===== src/rtl/cla_pipe_adder.sv =====
// -----------------------------------------------------------------------------
// cla_pipe_adder
//   Pipelined carry-lookahead adder/subtractor built from 4-bit CLA groups.
//   Stage k resolves GPS consecutive 4-bit groups. Its group carry-out, its
//   resolved low sum bits and the still-unresolved upper operand bits are
//   registered and handed to stage k+1. Latency is STAGES cycles. A global
//   stall freezes every stage while the result is not taken.
//
//   Parameters
//     WIDTH   operand/sum width, multiple of 4, 4..64
//     STAGES  pipeline register stages (= latency), must divide WIDTH/4
//
//   Ports
//     clk, reset         rising-edge clock, synchronous active-high reset
//     i_valid / i_ready  input handshake; i_ready = ~(o_valid & ~o_ready)
//     i_a, i_b           operands
//     i_ci               carry-in (add) / borrow-in (subtract)
//     i_sub              0 = a + b + ci, 1 = a - b - borrow
//     o_valid / o_ready  output handshake
//     o_s, o_co          sum/difference, carry-out (subtract: 1 = no borrow)
//     o_zero, o_neg,     result flags; generated only when the macro
//     o_ovf              CLA_PIPE_FLAGS_EN is defined, otherwise tied to 0
// -----------------------------------------------------------------------------
module cla_pipe_adder #(
  parameter int WIDTH  = 32,
  parameter int STAGES = 2
) (
  input  logic             clk,
  input  logic             reset,
  input  logic             i_valid,
  output logic             i_ready,
  input  logic [WIDTH-1:0] i_a,
  input  logic [WIDTH-1:0] i_b,
  input  logic             i_ci,
  input  logic             i_sub,
  output logic             o_valid,
  input  logic             o_ready,
  output logic [WIDTH-1:0] o_s,
  output logic             o_co,
  output logic             o_zero,
  output logic             o_neg,
  output logic             o_ovf
);

  localparam int GPS = WIDTH / 4 / STAGES;  // groups resolved per stage
  localparam int SW  = 4 * GPS;             // bits resolved per stage

  // 4-bit carry-lookahead group: returns {c4, sum[3:0]}.
  function automatic logic [4:0] cla4(input logic [3:0] a, input logic [3:0] b,
                                      input logic c0);
    logic [3:0] p;
    logic [3:0] g;
    logic       c1;
    logic       c2;
    logic       c3;
    logic       c4;
    p  = a ^ b;
    g  = a & b;
    c1 = g[0] | (p[0] & c0);
    c2 = g[1] | (p[1] & g[0]) | (p[1] & p[0] & c0);
    c3 = g[2] | (p[2] & g[1]) | (p[2] & p[1] & g[0]) | (p[2] & p[1] & p[0] & c0);
    c4 = g[3] | (p[3] & g[2]) | (p[3] & p[2] & g[1]) | (p[3] & p[2] & p[1] & g[0])
       | (p[3] & p[2] & p[1] & p[0] & c0);
    return {c4, p ^ {c3, c2, c1, c0}};
  endfunction

  logic              stall_s;
  logic              accept_s;
  logic [STAGES-1:0] v_d;
  logic [STAGES-1:0] v_q;

  assign stall_s  = v_q[STAGES-1] & ~o_ready;
  assign i_ready  = ~stall_s;
  assign accept_s = i_valid & ~stall_s;
  assign o_valid  = v_q[STAGES-1];

  // Valid bits shift one stage per cycle unless stalled; bubbles are kept.
  always_comb begin
    v_d = v_q;
    if (!stall_s) begin
      v_d = (v_q << 1'b1) | STAGES'(accept_s);
    end else begin
      v_d = v_q;
    end
  end

  // Stage valid register.
  always_ff @(posedge clk) begin
    if (reset) begin
      v_q <= '0;
    end else begin
      v_q <= v_d;
    end
  end

  for (genvar k = 0; k < STAGES; k++) begin : g_stage
    localparam int LO = k * SW;     // first bit resolved by this stage
    localparam int IW = WIDTH - LO; // operand bits still unresolved on entry
    localparam int HI = LO + SW;    // sum bits known after this stage

    logic [IW-1:0] a_in_s;
    logic [IW-1:0] b_in_s;          // already inverted for subtract
    logic          c_in_s;
    logic          ld_s;            // a valid operation enters this stage
    logic [SW-1:0] grp_sum_s;
    logic          cc_s;
    logic [4:0]    grp_r_s;
    logic [HI-1:0] s_d;
    logic [HI-1:0] s_q;
    logic          c_d;
    logic          c_q;

    if (k == 0) begin : g_src
      // Subtract is a + ~b + ~borrow, so both b and the carry-in flip.
      assign a_in_s = i_a;
      assign b_in_s = i_b ^ {WIDTH{i_sub}};
      assign c_in_s = i_ci ^ i_sub;
      assign ld_s   = accept_s;
      assign s_d    = grp_sum_s;
    end else begin : g_src
      assign a_in_s = g_stage[k-1].g_fwd.a_q;
      assign b_in_s = g_stage[k-1].g_fwd.b_q;
      assign c_in_s = g_stage[k-1].c_q;
      assign ld_s   = v_q[k-1] & ~stall_s;
      assign s_d    = {grp_sum_s, g_stage[k-1].s_q};
    end

    // Chain the group carries through this stage's GPS groups.
    always_comb begin
      cc_s      = c_in_s;
      grp_r_s   = 5'd0;
      grp_sum_s = '0;
      for (int g = 0; g < GPS; g++) begin
        grp_r_s              = cla4(a_in_s[4*g +: 4], b_in_s[4*g +: 4], cc_s);
        grp_sum_s[4*g +: 4]  = grp_r_s[3:0];
        cc_s                 = grp_r_s[4];
      end
      c_d = cc_s;
    end

    // Resolved sum bits and stage carry-out; loaded only by a valid entry so
    // bubbles leave the last result in place.
    always_ff @(posedge clk) begin
      if (reset) begin
        s_q <= '0;
        c_q <= 1'b0;
      end else if (ld_s) begin
        s_q <= s_d;
        c_q <= c_d;
      end else begin
        s_q <= s_q;
        c_q <= c_q;
      end
    end

    if (k < STAGES - 1) begin : g_fwd
      localparam int FW = IW - SW;
      logic [FW-1:0] a_d;
      logic [FW-1:0] a_q;
      logic [FW-1:0] b_d;
      logic [FW-1:0] b_q;

      // Upper operand bits not yet consumed.
      always_comb begin
        a_d = a_in_s[IW-1:SW];
        b_d = b_in_s[IW-1:SW];
      end

      // Forwarded operand registers.
      always_ff @(posedge clk) begin
        if (reset) begin
          a_q <= '0;
          b_q <= '0;
        end else if (ld_s) begin
          a_q <= a_d;
          b_q <= b_d;
        end else begin
          a_q <= a_q;
          b_q <= b_q;
        end
      end
    end

    if (k == STAGES - 1) begin : g_out
      assign o_s  = s_q;
      assign o_co = c_q;
`ifdef CLA_PIPE_FLAGS_EN
      logic zero_d;
      logic zero_q;
      logic neg_d;
      logic neg_q;
      logic ovf_d;
      logic ovf_q;

      // Flags from the final sum; the carry into the MSB is recovered as
      // s ^ a ^ b' at that bit, so overflow is carry-in(MSB) ^ carry-out.
      always_comb begin
        zero_d = (s_d == '0);
        neg_d  = s_d[WIDTH-1];
        ovf_d  = (s_d[WIDTH-1] ^ a_in_s[IW-1] ^ b_in_s[IW-1]) ^ c_d;
      end

      // Flag registers, loaded together with the final sum.
      always_ff @(posedge clk) begin
        if (reset) begin
          zero_q <= 1'b0;
          neg_q  <= 1'b0;
          ovf_q  <= 1'b0;
        end else if (ld_s) begin
          zero_q <= zero_d;
          neg_q  <= neg_d;
          ovf_q  <= ovf_d;
        end else begin
          zero_q <= zero_q;
          neg_q  <= neg_q;
          ovf_q  <= ovf_q;
        end
      end

      assign o_zero = zero_q;
      assign o_neg  = neg_q;
      assign o_ovf  = ovf_q;
`else
      assign o_zero = 1'b0;
      assign o_neg  = 1'b0;
      assign o_ovf  = 1'b0;
`endif
    end
  end

endmodule


===== config.mk =====
export PLATFORM = sky130hd
export DESIGN_NAME = cla_pipe_adder
export DESIGN_NICKNAME = d
export VERILOG_FILES = /design/src/rtl/cla_pipe_adder.sv
export SDC_FILE = /design/constraint.sdc
export NUM_CORES = 1
export LEC_CHECK = 0
export BUFFER_PORTS_ARGS = -buffer_cell sky130_fd_sc_hd__buf_2
export CORE_MARGIN = 5
export CORE_UTILIZATION = 45
export CTS_CLUSTER_DIAMETER = 200
export DETAILED_ROUTE_END_ITERATION = 8
export MAX_ROUTING_LAYER = met4
export PLACE_DENSITY_LB_ADDON = 0.1
export SETUP_SLACK_MARGIN = 0.5
export SLEW_MARGIN = 40
export SYNTH_ARGS = -nofsm -noshare
export SYNTH_HDL_FRONTEND = slang
export SYNTH_SLANG_ARGS = --single-unit

===== constraint.sdc =====
create_clock -name clk -period 4.1 [get_ports clk]
set_clock_uncertainty 0.05 [all_clocks]
set_input_delay 0.615 -clock clk [delete_from_list [all_inputs] [get_ports clk]]
set_output_delay 0.615 -clock clk [all_outputs]
set_load 0.01 [all_outputs]

==> run metrics <==
status completed; Hold Path Class reg2reg; critical path data required time 4.31 ns; drt pass-1 iters 4; Placer Congestion 0.874; Yosys top cell by area dfxtp_1; Clock Power Share 35.3%; Post-Syn Area per Cell 8.42 um2; average vias per placed instance 5.07; H-tree level count 3; Num CTS Buffers 9; Primary FF master, synth dfxtp_1; max-slew violations 0; design area 5350 um2; Net Sw Frac 28.1%; Fmax 309 MHz; met1 Usage GRT 26.1%; Startpoint Class primary input; most frequent cell after synthesis nand2_1; VDD IR max 0.000274 V; DR WL/cell 14.1 um; post-layout min period 3.24 ns; cts hold-fix bufs 0; CP most frequent cell a21oi_1; critical-path cell list buf_2 > xor2_1 > ha_1 > a21oi_1 > o22ai_2 > a31oi_1 > o21ai_2 > a31oi_2 > nand2b_1 > a21oi_1 > fa_1 > a211oi_1; Seq pwr share 43.5%; Initial DRC Count 125; Antenna Violating Nets Remaining 0; first-pass GRT wire length 17,300 um; EDFF count, synth 0; Pint 0.00152 W; routing usage on met2 27.9%; PortBufs 104; Power Dens Cells 394 nW/um2; Comb power frac 21.2%; routing usage on met3 2.94%; Cell Area, Placed 5090 um2; IO Count 108; WS Path Type in2reg; Remaining DRCs 0; vias in the first global route 3,626; Critical Path Fanout Max 16; synth unique cells 48; dpl ws 0.497 ns; chip width 110 um; fillers 976; ys async rst share 0%; CTS tree done; sequential-to-total area share from yosys stat 37.5%; Starting Density 45.9%; final period utilization 79.1%; core area 9770 um2; Clk pin slew, worst setup/hold paths 0.08 ns; Worst Setup End Kind flip-flop; setup TNS 0 ns; layout cell share with drive strength beyond 1 21.7%; via count 3,853; Nets 732; post-CTS sizing 0; DP Wirelength 7860 um; initial antenna violation count 0; Crit path buffers/inverters 1; routed wire length 10,700 um; die height 110 um; gr busiest metal met2; WP data arrival 3.45 ns; Synth top cells by count nand2_1, dfxtp_1, a21oi_1, nor2_1, ha_1; Tot GR Track Use 18.6%; Worst-Margin Slew 0.729 ns; critical path's largest stage delay 0.44 ns; Area Overhead vs Synth 19.1%; Mapped Area 4490 um2; num rows 36; gr ovfl total 0; unrepaired setup endpoints after global routing no; FF+latch count, synth 84; max cap viols 0; Top delay family on crit path compound AO/OA/AOI/OAI gates; Fin. Hold Viols 0; Hold Slack 0.400 ns; # diodes 0; root buf cell clkbuf_8; Synth area leaders dfxtp_1, ha_1, nand2_1; final core utilization 54.7%; Psw 0.000591 W; final worst slack 0.859 ns; Longest Clk Path Bufs 2; leakage 2.41 nW; final setup vio count 0; Slowest-stage cell, CP fa_1; largest net degree at the start of global routing 60; Die ar. 12,100 um2; CTS Sinks 84; Synth Instances 533; Yosys warnings 0; Max-slew headroom 51.3%; top cell type's share of synthesized area 37.5%; clk_lat worst skew 0.34 ns; Post-CTS Setup Bufs 0
==> cell usage in the layout (no fill, tap or decap), types with 8 or more instances in the layout <==
master and count:
a21oi_1 64, fa_1 8, xor2_1 21, nor2_1 40, nand3_1 9, inv_1 20, xnor2_1 27, nand2_1 101
dfxtp_1 84, a211oi_1 26, ha_1 32, buf_2 103, clkbuf_8 11
==> through the flow <==
step                      std cells  total power (W)
final                           760          0.00211
after global routing            760          0.00222
after CTS                       760          0.00213
after detailed placement        744          0.00138
after global placement          744          0.00137
after floorplan                 535          0.00125
==> registers in the layout, summed over array words and instances (netlist names) <==
| name | flops |
|---|---|
| g_stage.s_q | 16 |
| o_s | 32 |
| g_stage.g_fwd.b_q | 16 |
| v_q | 2 |
| g_stage.g_fwd.a_q | 16 |
| o_co | 1 |
| g_stage.c_q | 1 |
==> cell type report <==
cell class | instances | area, um2 | area share [%]
Clock buffer | 11 | 151 | 2.83
Tap cell | 133 | 166 | 3.11
Sequential cell | 84 | 1680 | 31.4
Inverter | 20 | 75.1 | 1.40
Multi-Input combinational cell | 397 | 2600 | 48.6
Clock inverter | 5 | 106 | 1.99
Timing Repair Buffer | 110 | 568 | 10.6
==> routing by layer <==
metal | routed length, um | up-vias | share of wire (%)
met5 | 0 | - | 0
met4 | 99 | 0 | 0.93
met3 | 411 | 9 | 3.8
met2 | 4680 | 80 | 44
met1 | 5490 | 1780 | 51
li1 | - | 1984 | -
==> power groups by stage <==
stage | Clock (W) | Sequential, W | Combinational (W)
detailed placement | 0 | 0.000935 | 0.000449
floorplan | 0 | 0.000933 | 0.000321
finish | 0.000743 | 0.000916 | 0.000448
global placement | 0 | 0.000934 | 0.000439
CTS | 0.000759 | 0.000916 | 0.000451
global route | 0.000790 | 0.000924 | 0.000508
==> worst reg2reg max path, delay by kind of cell (launching register included) <==
kind	cells	cell delay, ns
AND/OR/NAND/NOR	3	0.82
flip-flops	1	0.34
AO/OA/AOI/OAI	5	1.09
adder cells (fa/ha/maj)	2	0.72
==> worst paths after layout <==
| path | startpoint | end | slack (ns) | depth (start not counted) |
|---|---|---|---|---|
| setup / recovery | i_sub | g_stage[0].s_q[12] | 0.86 | 12 |
| setup reg to reg | g_stage[0].g_fwd.a_q[0] | o_s[28] | 1.01 | 10 |
| hold / removal | o_s[19] | o_s[19] | 0.40 | 2 |
| hold reg to reg | o_s[19] | o_s[19] | 0.40 | 2 |
==> logic make-up after synthesis <==
group                    share of synthesized area [%]
AND/OR/NAND/NOR                                   16.2
adder cells (fa/ha/maj)                           12.5
AO/OA/AOI/OAI                                     18.9
other                                           0.0835
XOR/XNOR                                          9.73
multiplexers                                     0.223
flip-flops                                        37.5
buffers and inverters                             4.88
Power figures use the tool's default switching activity.
